===== config.mk =====
export PLATFORM = sky130hd
export DESIGN_NAME = usb_tx_scheduler_flat
export DESIGN_NICKNAME = d
export VERILOG_FILES = /design/src/rtl/usb_tx_pkg.sv /design/src/rtl/usb_tx_scheduler_if.sv /design/src/rtl/usb_tx_prio_pick.sv /design/src/rtl/usb_tx_scheduler.sv /design/src/flat_wrapper.sv
export SDC_FILE = /design/constraint.sdc
export NUM_CORES = 1
export LEC_CHECK = 0
export CORE_MARGIN = 5
export CORE_UTILIZATION = 41
export CTS_BUF_LIST = sky130_fd_sc_hd__clkbuf_16
export DETAILED_ROUTE_END_ITERATION = 12
export GPL_ROUTABILITY_DRIVEN = 0
export GPL_TIMING_DRIVEN = 0
export PLACE_DENSITY = 0.89
export SLEW_MARGIN = 0
export SYNTH_ARGS = -nofsm -noshare
export SYNTH_HDL_FRONTEND = slang
export SYNTH_SLANG_ARGS = --single-unit

===== constraint.sdc =====
create_clock -name clk -period 4.4 [get_ports clk]
set_clock_uncertainty 0.2 [all_clocks]
set_input_delay 0.88 -clock clk [delete_from_list [all_inputs] [get_ports clk]]
set_output_delay 0.88 -clock clk [all_outputs]
set_load 0.1 [all_outputs]

===== src/rtl/usb_tx_pkg.sv =====
// Shared types and constants for the USB transmit scheduler.
// PIDs, FSM state and requester-source encodings, plus a max helper for counter sizing.
package usb_tx_pkg;

  localparam logic [7:0] PID_OUT   = 8'hE1;
  localparam logic [7:0] PID_IN    = 8'h69;
  localparam logic [7:0] PID_DATA0 = 8'hC3;
  localparam logic [7:0] PID_DATA1 = 8'h4B;
  localparam logic [7:0] PID_ACK   = 8'hD2;
  localparam logic [7:0] PID_NAK   = 8'h5A;

  typedef enum logic [2:0] {IDLE, LOAD, SEND, EOP, GAP} tx_state_t;

  typedef enum logic [1:0] {SRC_HS, SRC_TOK, SRC_DAT} src_t;

  function automatic int max3(input int a, input int b, input int c);
    int m;
    m = (a > b) ? a : b;
    return (m > c) ? m : c;
  endfunction

endpackage


===== src/rtl/usb_tx_scheduler_if.sv =====
// Requester, encoder-chain and status signals of the USB transmit scheduler.
// slave = scheduler side; master = requesters plus the encoder/stuffer chain.
interface usb_tx_scheduler_if;
  logic        hs_req;
  logic [7:0]  hs_pid;
  logic        hs_gnt;
  logic        tok_req;
  logic [7:0]  tok_pid;
  logic [6:0]  tok_addr;
  logic [3:0]  tok_endp;
  logic        tok_gnt;
  logic        dat_req;
  logic [7:0]  dat_pid;
  logic [63:0] dat_data;
  logic        dat_gnt;
  logic        pkt_avail;
  logic [7:0]  pid_in;
  logic [6:0]  addr_in;
  logic [3:0]  endp_in;
  logic [63:0] data_in;
  logic        stall;
  logic        last;
  logic        eop_se0;
  logic        busy;
  logic        done;
  logic        abort;

  modport slave (
    input  hs_req, hs_pid, tok_req, tok_pid, tok_addr, tok_endp,
           dat_req, dat_pid, dat_data, stall, last,
    output hs_gnt, tok_gnt, dat_gnt, pkt_avail, pid_in, addr_in, endp_in,
           data_in, eop_se0, busy, done, abort
  );

  modport master (
    output hs_req, hs_pid, tok_req, tok_pid, tok_addr, tok_endp,
           dat_req, dat_pid, dat_data, stall, last,
    input  hs_gnt, tok_gnt, dat_gnt, pkt_avail, pid_in, addr_in, endp_in,
           data_in, eop_se0, busy, done, abort
  );
endinterface


===== src/rtl/usb_tx_prio_pick.sv =====
// Combinational fixed-priority picker over {dat, tok, hs}; hs highest.
// Zero latency; no backpressure.
module usb_tx_prio_pick
  import usb_tx_pkg::*;
(
  input  logic [2:0] i_cand,
  output logic [2:0] o_onehot,
  output src_t       o_src,
  output logic       o_any
);

  always_comb begin
    o_onehot = 3'b000;
    o_src    = SRC_HS;
    if (i_cand[0]) begin
      o_onehot = 3'b001;
      o_src    = SRC_HS;
    end else if (i_cand[1]) begin
      o_onehot = 3'b010;
      o_src    = SRC_TOK;
    end else if (i_cand[2]) begin
      o_onehot = 3'b100;
      o_src    = SRC_DAT;
    end
  end

  assign o_any = |i_cand;

endmodule


===== src/rtl/usb_tx_scheduler.sv =====
// Arbitrates hs/tok/dat requesters and sequences one packet at a time: IDLE->LOAD->SEND->EOP->GAP.
// Grant one cycle after the request is seen in IDLE; SEND holds while stalled. Timeout: USB_TX_TIMEOUT_EN.
module usb_tx_scheduler
  import usb_tx_pkg::*;
#(
  parameter int EOP_BITS       = 2,
  parameter int IPG_CYCLES     = 4,
  parameter int TIMEOUT_CYCLES = 128
) (
  input  logic                clk,
  input  logic                rst,
  usb_tx_scheduler_if.slave   bus
);

  localparam int CNT_W = $clog2(max3(EOP_BITS, IPG_CYCLES, TIMEOUT_CYCLES) + 1);
  localparam logic [CNT_W-1:0] EOP_LD = CNT_W'(EOP_BITS - 1);
  localparam logic [CNT_W-1:0] GAP_LD = CNT_W'(IPG_CYCLES - 1);
`ifdef USB_TX_TIMEOUT_EN
  localparam logic [CNT_W-1:0] SEND_LD = CNT_W'(TIMEOUT_CYCLES);
`else
  localparam logic [CNT_W-1:0] SEND_LD = '0;
`endif

  tx_state_t        r_state, w_state_nxt;
  logic [CNT_W-1:0] r_cnt, w_cnt_nxt;
  src_t             r_src;
  logic [7:0]       r_pid;
  logic [6:0]       r_addr;
  logic [3:0]       r_endp;
  logic [63:0]      r_data;
  logic [2:0]       r_pend;
  logic             r_done;
  logic             r_abort;

  logic [2:0]       w_req, w_pend_live, w_cand, w_onehot;
  src_t             w_src;
  logic             w_any;
  logic             w_load;
  logic             w_timeout;

  assign w_req       = {bus.dat_req, bus.tok_req, bus.hs_req};
  // Losers of the previous arbitration go first, so a later higher-priority request cannot starve them.
  assign w_pend_live = r_pend & w_req;
  assign w_cand      = (|w_pend_live) ? w_pend_live : w_req;

  usb_tx_prio_pick u_pick (
    .i_cand   (w_cand),
    .o_onehot (w_onehot),
    .o_src    (w_src),
    .o_any    (w_any)
  );

  always_comb begin
    w_state_nxt = r_state;
    w_cnt_nxt   = r_cnt;
    w_load      = 1'b0;
    w_timeout   = 1'b0;
    unique case (r_state)
      IDLE: begin
        if (w_any) begin
          w_state_nxt = LOAD;
          w_load      = 1'b1;
        end
      end
      LOAD: begin
        w_state_nxt = SEND;
        w_cnt_nxt   = SEND_LD;
      end
      SEND: begin
        if (bus.last && !bus.stall) begin
          w_state_nxt = EOP;
          w_cnt_nxt   = EOP_LD;
        end
`ifdef USB_TX_TIMEOUT_EN
        else if (!bus.stall) begin
          if (r_cnt <= CNT_W'(1)) begin
            w_timeout   = 1'b1;
            w_state_nxt = EOP;
            w_cnt_nxt   = EOP_LD;
          end else begin
            w_cnt_nxt = r_cnt - CNT_W'(1);
          end
        end
`endif
      end
      EOP: begin
        if (r_cnt == '0) begin
          w_state_nxt = GAP;
          w_cnt_nxt   = GAP_LD;
        end else begin
          w_cnt_nxt = r_cnt - CNT_W'(1);
        end
      end
      GAP: begin
        if (r_cnt == '0) begin
          w_state_nxt = IDLE;
          w_cnt_nxt   = '0;
        end else begin
          w_cnt_nxt = r_cnt - CNT_W'(1);
        end
      end
      default: begin
        w_state_nxt = IDLE;
        w_cnt_nxt   = '0;
      end
    endcase
  end

  always_ff @(posedge clk or posedge rst) begin
    if (rst) begin
      r_state <= IDLE;
      r_cnt   <= '0;
      r_done  <= 1'b0;
      r_abort <= 1'b0;
    end else begin
      r_state <= w_state_nxt;
      r_cnt   <= w_cnt_nxt;
      r_done  <= (r_state == GAP) && (w_state_nxt == IDLE);
      r_abort <= w_timeout;
    end
  end

  // Fields not belonging to the winner are forced to zero.
  always_ff @(posedge clk or posedge rst) begin
    if (rst) begin
      r_src  <= SRC_HS;
      r_pid  <= '0;
      r_addr <= '0;
      r_endp <= '0;
      r_data <= '0;
      r_pend <= '0;
    end else if (w_load) begin
      r_src  <= w_src;
      r_pend <= w_cand & ~w_onehot;
      r_addr <= '0;
      r_endp <= '0;
      r_data <= '0;
      case (w_src)
        SRC_HS:  r_pid <= bus.hs_pid;
        SRC_TOK: begin
          r_pid  <= bus.tok_pid;
          r_addr <= bus.tok_addr;
          r_endp <= bus.tok_endp;
        end
        default: begin
          r_pid  <= bus.dat_pid;
          r_data <= bus.dat_data;
        end
      endcase
    end
  end

  assign bus.hs_gnt    = (r_state == LOAD) && (r_src == SRC_HS);
  assign bus.tok_gnt   = (r_state == LOAD) && (r_src == SRC_TOK);
  assign bus.dat_gnt   = (r_state == LOAD) && (r_src == SRC_DAT);
  assign bus.pkt_avail = (r_state == LOAD);
  assign bus.pid_in    = r_pid;
  assign bus.addr_in   = r_addr;
  assign bus.endp_in   = r_endp;
  assign bus.data_in   = r_data;
  assign bus.eop_se0   = (r_state == EOP);
  assign bus.busy      = (r_state != IDLE);
  assign bus.done      = r_done;
`ifdef USB_TX_TIMEOUT_EN
  assign bus.abort     = r_abort;
`else
  assign bus.abort     = 1'b0;
`endif

endmodule


===== src/flat_wrapper.sv =====
// flat-port wrapper written by rule: the top's interface ports become plain ports
module usb_tx_scheduler_flat import usb_tx_pkg::*;
#(
  parameter int EOP_BITS       = 2,
  parameter int IPG_CYCLES     = 4,
  parameter int TIMEOUT_CYCLES = 128
)
  (clk, rst, bus_hs_req, bus_hs_pid, bus_tok_req, bus_tok_pid, bus_tok_addr, bus_tok_endp, bus_dat_req, bus_dat_pid, bus_dat_data, bus_stall, bus_last, bus_hs_gnt, bus_tok_gnt, bus_dat_gnt, bus_pkt_avail, bus_pid_in, bus_addr_in, bus_endp_in, bus_data_in, bus_eop_se0, bus_busy, bus_done, bus_abort);
  usb_tx_scheduler_if bus_i ();
  input  logic clk;
  input  logic rst;
  input wire logic [$bits(bus_i.hs_req)-1:0] bus_hs_req;
  input wire logic [$bits(bus_i.hs_pid)-1:0] bus_hs_pid;
  input wire logic [$bits(bus_i.tok_req)-1:0] bus_tok_req;
  input wire logic [$bits(bus_i.tok_pid)-1:0] bus_tok_pid;
  input wire logic [$bits(bus_i.tok_addr)-1:0] bus_tok_addr;
  input wire logic [$bits(bus_i.tok_endp)-1:0] bus_tok_endp;
  input wire logic [$bits(bus_i.dat_req)-1:0] bus_dat_req;
  input wire logic [$bits(bus_i.dat_pid)-1:0] bus_dat_pid;
  input wire logic [$bits(bus_i.dat_data)-1:0] bus_dat_data;
  input wire logic [$bits(bus_i.stall)-1:0] bus_stall;
  input wire logic [$bits(bus_i.last)-1:0] bus_last;
  output wire logic [$bits(bus_i.hs_gnt)-1:0] bus_hs_gnt;
  output wire logic [$bits(bus_i.tok_gnt)-1:0] bus_tok_gnt;
  output wire logic [$bits(bus_i.dat_gnt)-1:0] bus_dat_gnt;
  output wire logic [$bits(bus_i.pkt_avail)-1:0] bus_pkt_avail;
  output wire logic [$bits(bus_i.pid_in)-1:0] bus_pid_in;
  output wire logic [$bits(bus_i.addr_in)-1:0] bus_addr_in;
  output wire logic [$bits(bus_i.endp_in)-1:0] bus_endp_in;
  output wire logic [$bits(bus_i.data_in)-1:0] bus_data_in;
  output wire logic [$bits(bus_i.eop_se0)-1:0] bus_eop_se0;
  output wire logic [$bits(bus_i.busy)-1:0] bus_busy;
  output wire logic [$bits(bus_i.done)-1:0] bus_done;
  output wire logic [$bits(bus_i.abort)-1:0] bus_abort;
  assign bus_i.hs_req = bus_hs_req;
  assign bus_i.hs_pid = bus_hs_pid;
  assign bus_i.tok_req = bus_tok_req;
  assign bus_i.tok_pid = bus_tok_pid;
  assign bus_i.tok_addr = bus_tok_addr;
  assign bus_i.tok_endp = bus_tok_endp;
  assign bus_i.dat_req = bus_dat_req;
  assign bus_i.dat_pid = bus_dat_pid;
  assign bus_i.dat_data = bus_dat_data;
  assign bus_i.stall = bus_stall;
  assign bus_i.last = bus_last;
  assign bus_hs_gnt = bus_i.hs_gnt;
  assign bus_tok_gnt = bus_i.tok_gnt;
  assign bus_dat_gnt = bus_i.dat_gnt;
  assign bus_pkt_avail = bus_i.pkt_avail;
  assign bus_pid_in = bus_i.pid_in;
  assign bus_addr_in = bus_i.addr_in;
  assign bus_endp_in = bus_i.endp_in;
  assign bus_data_in = bus_i.data_in;
  assign bus_eop_se0 = bus_i.eop_se0;
  assign bus_busy = bus_i.busy;
  assign bus_done = bus_i.done;
  assign bus_abort = bus_i.abort;
  usb_tx_scheduler #(.EOP_BITS(EOP_BITS), .IPG_CYCLES(IPG_CYCLES), .TIMEOUT_CYCLES(TIMEOUT_CYCLES)) u_core (.clk(clk), .rst(rst), .bus(bus_i));
endmodule

Word level (Yosys, flattened, before mapping)
Index checks and enable logic that the tools add are counted.
Cells by class
  $add $sub $neg: 1
  equality and inequality tests: 8
  muxes and demuxes: 22
  bitwise gates (word level): 4
  reductions and logical operators: 16
Operator list (number)
  64-bit two-way mux: 1
  8-bit one-hot mux with 4 select lines: 1
  3-bit two-way mux: 8
  8-bit two-way mux: 3
  8-bit one-hot mux with 2 select lines: 1
  3-bit one-hot mux with 5 select lines: 1
  8-bit logical NOT: 1
  8-bit by 1-bit subtractor with 8-bit output, second input constant: 1
  7-bit two-way mux: 1
  3-bit bitwise AND: 2
  3-bit by 2-bit == test with 1-bit output, second input constant: 2
  3-bit logical NOT: 2
  2-bit two-way mux: 3
  3-bit OR reduction: 2
  1-bit logical AND: 5
  2-bit by 1-bit == test with 1-bit output, second input constant: 2
  2-bit logical NOT: 2
  4-bit two-way mux: 1
  3-bit by 1-bit == test with 1-bit output, second input constant: 1
  3-bit == test, second input constant: 1
  3-bit inverter: 1
  3-bit nonzero test: 1
  2-bit == test, second input constant: 1
  1-bit two-way mux: 2
  5 further kinds: 5
Word-level totals
  bits in registers: 100
  bits of input ports: 106
  word-level logic and storage cells: 60

Logic depth before layout (Yosys ltp)
Gate-level depths: netlist of the first run.
  depth after elaboration: 9
  mapped depth: 8

Hierarchy
Synthesis of the first run repeated with hierarchy kept, for this count alone.
Unflattened totals
  cell total of the unflattened synthesis: 483
  area, all modules: 4434.3 um^2
By module, submodules not included
  usb_tx_scheduler: instances 1, cells an instance 477, area an instance 4391.7 um^2, sequential area each 2502.4 um^2
  usb_tx_prio_pick: instances 1, cells an instance 6, area an instance 42.5 um^2, sequential area each 0.0 um^2

Worst setup path before layout of the first run
No wires, ideal clock.
  path kind: reg2out
  start: reg u_core.r_state[1]
  end: out bus_tok_gnt
  arrival: 3135 ps
  path slack: 185 ps
  cell stages (with the launch flop): 4
  path buffers: 1
  cell sequence: dfrtp_1 -> buf_4 -> or3_1 -> nor3b_1
On the way
  cells in the longest elaborated chain, start to end: 2
Ends and longest elaborated chain
  start: declaration: line usb_tx_scheduler.sv:24  | tx_state_t r_state, w_state_nxt;
  start signal: assignment: line usb_tx_scheduler.sv:116  | r_state <= w_state_nxt;
  3-bit by 1-bit == test with 1-bit output: line usb_tx_scheduler.sv:154  | assign bus.tok_gnt = (r_state == LOAD) && (r_src == SRC_TOK);
  1-bit logical AND: line usb_tx_scheduler.sv:154
  end: declaration: line flat_wrapper.sv:24  | output wire logic [$bits(bus_i.tok_gnt)-1:0] bus_tok_gnt;
Every way passes these cells.

Worst setup path after layout of the first run
  start: reg u_core.r_state[0]
  end: out bus_tok_gnt
Same word-level chain as after synthesis.

==> results.cfg, run 1 <==
[timing]
slew_viol_final = 0
tightest_slew_ns = 1.03
period_minus_slack_ns = 3.78
min_period_over_period_pct = 85.9
slew_headroom_pct = 31.1
max_freq_mhz = 265
hold_violations = 0
rsz0062_at_grt = no
finalSetupViolCount = 0

[logic_synthesis]
syn_inst = 334
synth_compound_area_share_pct = 25.2
synth_fa_ha_area_share_pct = 0.610
synth_nets = 442
synth_top_family_by_area = compound AO/OA/AOI/OAI gates
synth_simple_gate_area_share_pct = 7.53
yosys.area.top_type = dfrtp_1
seq_area_frac_synth_pct = 60.4
netlist_area_mm2 = 0.00410
synth_top_flop_cell = dfrtp_1
synth_xor_area_share_pct = 1.07
synth_cell_types = 41
yosys-top-cells-area = dfrtp_1 60%, a22o_1 16%, buf_6 2.2%
synthMuxAreaShare_pct = 0.244
synth_edf_count = 0
ys_ff_latch = 99
ys_warn_count = 0
synth_top_area_share_pct = 60.4
async_flop_share_pct = 100
syn_avg_cell_area_um2 = 12.3

[critical_path]
start_kind = register
worst-setup-path-type = reg2out
worstPathMaxFanout = 8
cp-end-kind = output pin
cpPeakStageDelay_ns = 1.16
crit_required_ns = 3.32
rr_worst_depth = 6
path_cells = inv_1 > or3_1 > nor3b_1 > clkdlybuf4s50_1
slowest_stage = clkdlybuf4s50_1
arrival_ns = 2.70

[detailed_routing]
drt_iter0_drc = 145
wirelength_um = 12800
drc = 0
via_per_inst = 5.25
ant_nets = 0
firstDrtPassIters = 4
wl_per_cell_um = 18.9
route.vias.total = 3567

[global_route]
antenna_found_initial = 0
grt_pass1_vias = 3739
grt_usage_pct = 21.5
grt_overflow = 0
grt_pass1_wl_um = 19700
grt_max_degree = 52

[pwr]
p_leak_nw = 2.85
power_mw = 5.41
power_density_mw_per_mm2 = 830
irDropWorstVdd_mv = 0.444

[clocking]
clock_path_buffers = 2
cts_sinks = 99
cts_tree = yes
cts_made_buffers = 9
cts_max_level = 3
path_clk_slew_ns = 0.06
cts-root-buf = clkbuf_16
cts_setup_buffers = 0
cts_resized = 0
insertion_delay_ns = 0.34
holdBufCountCts = 0

[cells_and_area]
area_growth_pct = 59.0
drive_above_1_share_pct = 7.69
fillers = 736
n_antenna_cell = 0
post-route-util_pct = 66.7
fin_nets = 649
final_common_cell = clkdlybuf4s50_1
layout_common_cells = 195 x clkdlybuf4s50_1, 99 x dfrtp_1, 76 x a22o_1

[floorplanning]
start_util_pct = 42.0
rows = 36
dieWidth_um = 110
die_area_mm2 = 0.0121
io_pins = 197
die_y_um = 110
fp.coreArea_mm2 = 0.00977

[min_path]
hold_class = reg2reg
whs_path_depth = 2

[status]
status = finished, final reports clean

[placed_design]
hpwl_um = 9870
numPortBuffers = 195

[flow_run]
drv_cap = 0
[flip-flops by register name, indices dropped and copies added, names as in the netlist]
register and flops:
u_core.bus.endp_in 4, u_core.bus.pid_in 8, u_core.bus.done 1, u_core.bus.addr_in 7, u_core.r_pend 2, u_core.r_cnt 8, u_core.bus.data_in 64, u_core.r_src 2
u_core.r_state 3
[final timing paths]
kind,start,slack [ns],end
hold reg to reg,u_core.bus.pid_in[0],0.30,u_core.bus.pid_in[0]
hold / removal,u_core.bus.pid_in[0],0.30,u_core.bus.pid_in[0]
setup / recovery,u_core.r_state[0],0.62,bus_tok_gnt
setup reg to reg,u_core.r_state[1],2.36,u_core.bus.pid_in[1]
min in group asynchronous,rst,0.78,u_core.bus.data_in[0]
max in group asynchronous,rst,2.55,u_core.bus.data_in[58]
[routing by layer]
layer / GRT usage, % / vias to the layer above / routed length (um)
met5: 0 / - / 0
met4: 9.26 / 0 / 384
met3: 6.29 / 27 / 1010
met2: 36.3 / 145 / 6540
met1: 25.4 / 1742 / 4910
li1: - / 1653 / -
[logic make-up (layout without fill, tap and decap cells)]
| logic type | count (synthesis) | after routing |
|---|---|---|
| AOI/OAI and AO/OA | 136 | 136 |
| xor gates and xnor gates | 5 | 5 |
| adders and majority gates | 2 | 2 |
| buffers and inverters | 31 | 243 |
| DFF | 99 | 99 |
| muxes | 1 | 1 |
| other | 1 | 1 |
| and+or+nand+nor | 59 | 59 |
[area by class of cell]
class                   instances  area [um2]  area share [%]
repair buffers                196        1980            30.3
clock inverters                 7        46.3           0.710
multi-input cells             204        1430            21.9
flip-flops and latches         99        2480            38.0
plain buffers                  23         169            2.59
inverters                       8        32.5           0.499
well taps                     133         166            2.55
clock buffers                   9         225            3.45
[through the flow]
step | hold slack, ns | area, um2 | TNS (ns) | instances | worst slack (ns)
final | 0.298 | 6520 | 0 | 679 | 0.621
after global routing | 0.315 | 6520 | 0 | 679 | 0.518
after CTS | 0.297 | 6520 | 0 | 679 | 0.617
after detailed placement | 0.282 | 6250 | 0 | 663 | 0.988
after global placement | 0.277 | 6220 | -61.05 | 662 | -0.621
after floorplan | 0.288 | 4100 | 0 | 334 | 0.185
[synth_stat cells (all sizes together) (5+ instances only)]
cell type,n
nor3,6
inv,7
clkbuf,5
a22o,76
nor2,15
xor2,5
a21oi,11
a211oi,9
buf,18
nand2,21
dfrtp,99
o21ai,26
[power breakdown]
| group | switching, mW | total, mW | internal [mW] |
|---|---|---|---|
| clock | 0.344 | 0.727 | 0.382 |
| sequential | 0.208 | 1.41 | 1.20 |
| combinational | 2.42 | 3.28 | 0.860 |
[worst max-delay path: cells and delay by family, from the launching register on]
kind,cells,cell delay (ns)
DFF,1,0.49
buffers and inverters,2,1.27
and+or+nand+nor,2,0.59
Power figures use the tool's default switching activity.
==> run 2, diff against run 1 <==
--- a/config.mk
+++ b/config.mk
@@ -8,10 +8,12 @@
 export CORE_MARGIN = 5
 export CORE_UTILIZATION = 41
 export CTS_BUF_LIST = sky130_fd_sc_hd__clkbuf_16
+export CTS_CLUSTER_SIZE = 30
 export DETAILED_ROUTE_END_ITERATION = 12
 export GPL_ROUTABILITY_DRIVEN = 0
 export GPL_TIMING_DRIVEN = 0
 export PLACE_DENSITY = 0.89
+export RECOVER_POWER = 100
 export SLEW_MARGIN = 0
 export SYNTH_ARGS = -nofsm -noshare
 export SYNTH_HDL_FRONTEND = slang
==> results.cfg, run 2 (synthesis gave the netlist of run 1 again) <==
[cells_and_area]
largest_reg_flops = 64
final_common_cell = clkdlybuf4s50_1
final_cells = 679
post-route-util_pct = 66.2
fin_nets = 649
area_growth_pct = 57.8
drive_above_1_share_pct = 6.23
n_antenna_cell = 0
layout_common_cells = 103 x clkdlybuf4s50_1, 99 x dfrtp_1, 92 x dlygate4sd3_1

[global_route]
grt_overflow = 0
grt_max_degree = 52
grt_pass1_vias = 3739
antenna_found_initial = 0
grt_usage_pct = 21.5
grt_pass1_wl_um = 19700

[detailed_routing]
wl_per_cell_um = 19.0
drt_iter0_drc = 125
route.vias.total = 3559
drc = 0
wirelength_um = 12900
via_per_inst = 5.24
firstDrtPassIters = 4
ant_nets = 0

[placed_design]
hpwl_um = 9870
numPortBuffers = 195
dp.cells = 663

[clocking]
holdBufCountCts = 0
path_clk_slew_ns = 0.06
cts-root-buf = clkbuf_16
clock_path_buffers = 2
cts_tree = yes
cts_max_level = 3
cts_resized = 0
insertion_delay_ns = 0.34
cts_sinks = 99
cts_setup_buffers = 0
cts_made_buffers = 9

[pwr]
irDropWorstVdd_mv = 0.433
power_mw = 5.27
power_density_mw_per_mm2 = 815
p_leak_nw = 3.06

[status]
status = finished with violations
violations = max-capacitance violations, max-slew violations

[critical_path]
slowest_stage = dlygate4sd3_1
cpLargestDelayFamily = buffers and inverters
critical_path_buf_inv_count = 2
crit_required_ns = 3.32
cpPeakStageDelay_ns = 1.23
path_cells = inv_1 > or3_1 > nor3b_1 > dlygate4sd3_1
cp-end-kind = output pin
worstPathMaxFanout = 8
worst-setup-path-type = reg2out
start_kind = register
arrival_ns = 2.75

[timing]
rsz0062_at_grt = no
tns_ns = 0
max_freq_mhz = 261
min_period_over_period_pct = 87.1
slew_headroom_pct = -57.4
tightest_slew_ns = 2.35
period_minus_slack_ns = 3.83
hold_violations = 0
finalSetupViolCount = 0
holdWs_ns = 0.287
slew_viol_final = 51

[floorplanning]
io_pins = 197
dieWidth_um = 110
fp.coreArea_mm2 = 0.00977
die_y_um = 110
die_area_mm2 = 0.0121
rows = 36
start_util_pct = 42.0

[flow_run]
drv_cap = 1

[min_path]
hold_class = reg2reg
-- run 2: cell types whose count changed in the layout (fill, tap and decap cells not counted), sizes merged --
cell           delta
dlygate4sd3      +92
clkbuf            +6
clkinvlp          +1
inv               -1
clkdlybuf4s50    -92
buf               -6
-- run 2: final timing paths --
check	from	endpoint	slack (ns)	cells after the start
min in group asynchronous	rst	u_core.bus.data_in[0]	1.41	2
hold reg to reg	u_core.bus.pid_in[0]	u_core.bus.pid_in[0]	0.29	2
max in group asynchronous	rst	u_core.bus.data_in[56]	1.51	2
setup reg to reg	u_core.r_state[2]	u_core.bus.data_in[61]	1.89	6
hold / removal	u_core.bus.pid_in[0]	u_core.bus.pid_in[0]	0.29	2
setup / recovery	u_core.r_state[0]	bus_tok_gnt	0.57	4
-- run 2: worst reg2reg max path, delay by kind of cell, from the launching register on --
| family | cells | cell delay [ns] |
|---|---|---|
| simple gates | 2 | 0.18 |
| buf+inv | 3 | 1.32 |
| compound gates | 1 | 0.24 |
| flops | 1 | 0.50 |
-- run 2: area by class of cell --
type                       count  area (um2)
clock inverter                 7        46.3
clock buffer                   9         225
tap                          133         166
fill                         747        3300
timing repair buffer         196        1980
inverter                       8        31.3
multi-input combinational    204        1410
buffer                        23         140
sequential                    99        2480
-- run 2: power by group --
| group | switching, mW | total (mW) | internal, mW |
|---|---|---|---|
| Sequential | 0.192 | 1.39 | 1.20 |
| Clock | 0.347 | 0.730 | 0.382 |
| Combinational | 2.41 | 3.15 | 0.741 |
-- run 2: per-stage QoR --
step | worst slack (ns) | area (um2)
after floorplan | 0.185 | 4100
after global placement | -0.621 | 6220
after detailed placement | 0.988 | 6250
after CTS | 0.617 | 6520
after global routing | 0.469 | 6470
final | 0.568 | 6470
-- run 2: layer usage --
metal	vias up	track usage (%)	routed length [um]
met5	-	0	0
met4	0	9.26	435
met2	141	36.3	6490
li1	1658	-	-
met1	1730	25.4	4970
met3	30	6.29	971
==> run 3, diff against run 2 <==
--- a/config.mk
+++ b/config.mk
@@ -8,6 +8,7 @@
 export CORE_MARGIN = 5
 export CORE_UTILIZATION = 41
 export CTS_BUF_LIST = sky130_fd_sc_hd__clkbuf_16
+export CTS_CLUSTER_DIAMETER = 100
 export CTS_CLUSTER_SIZE = 30
 export DETAILED_ROUTE_END_ITERATION = 12
 export GPL_ROUTABILITY_DRIVEN = 0
==> results of run 3 <==
Final layout, timing and power as in run 2 (identical DEF).
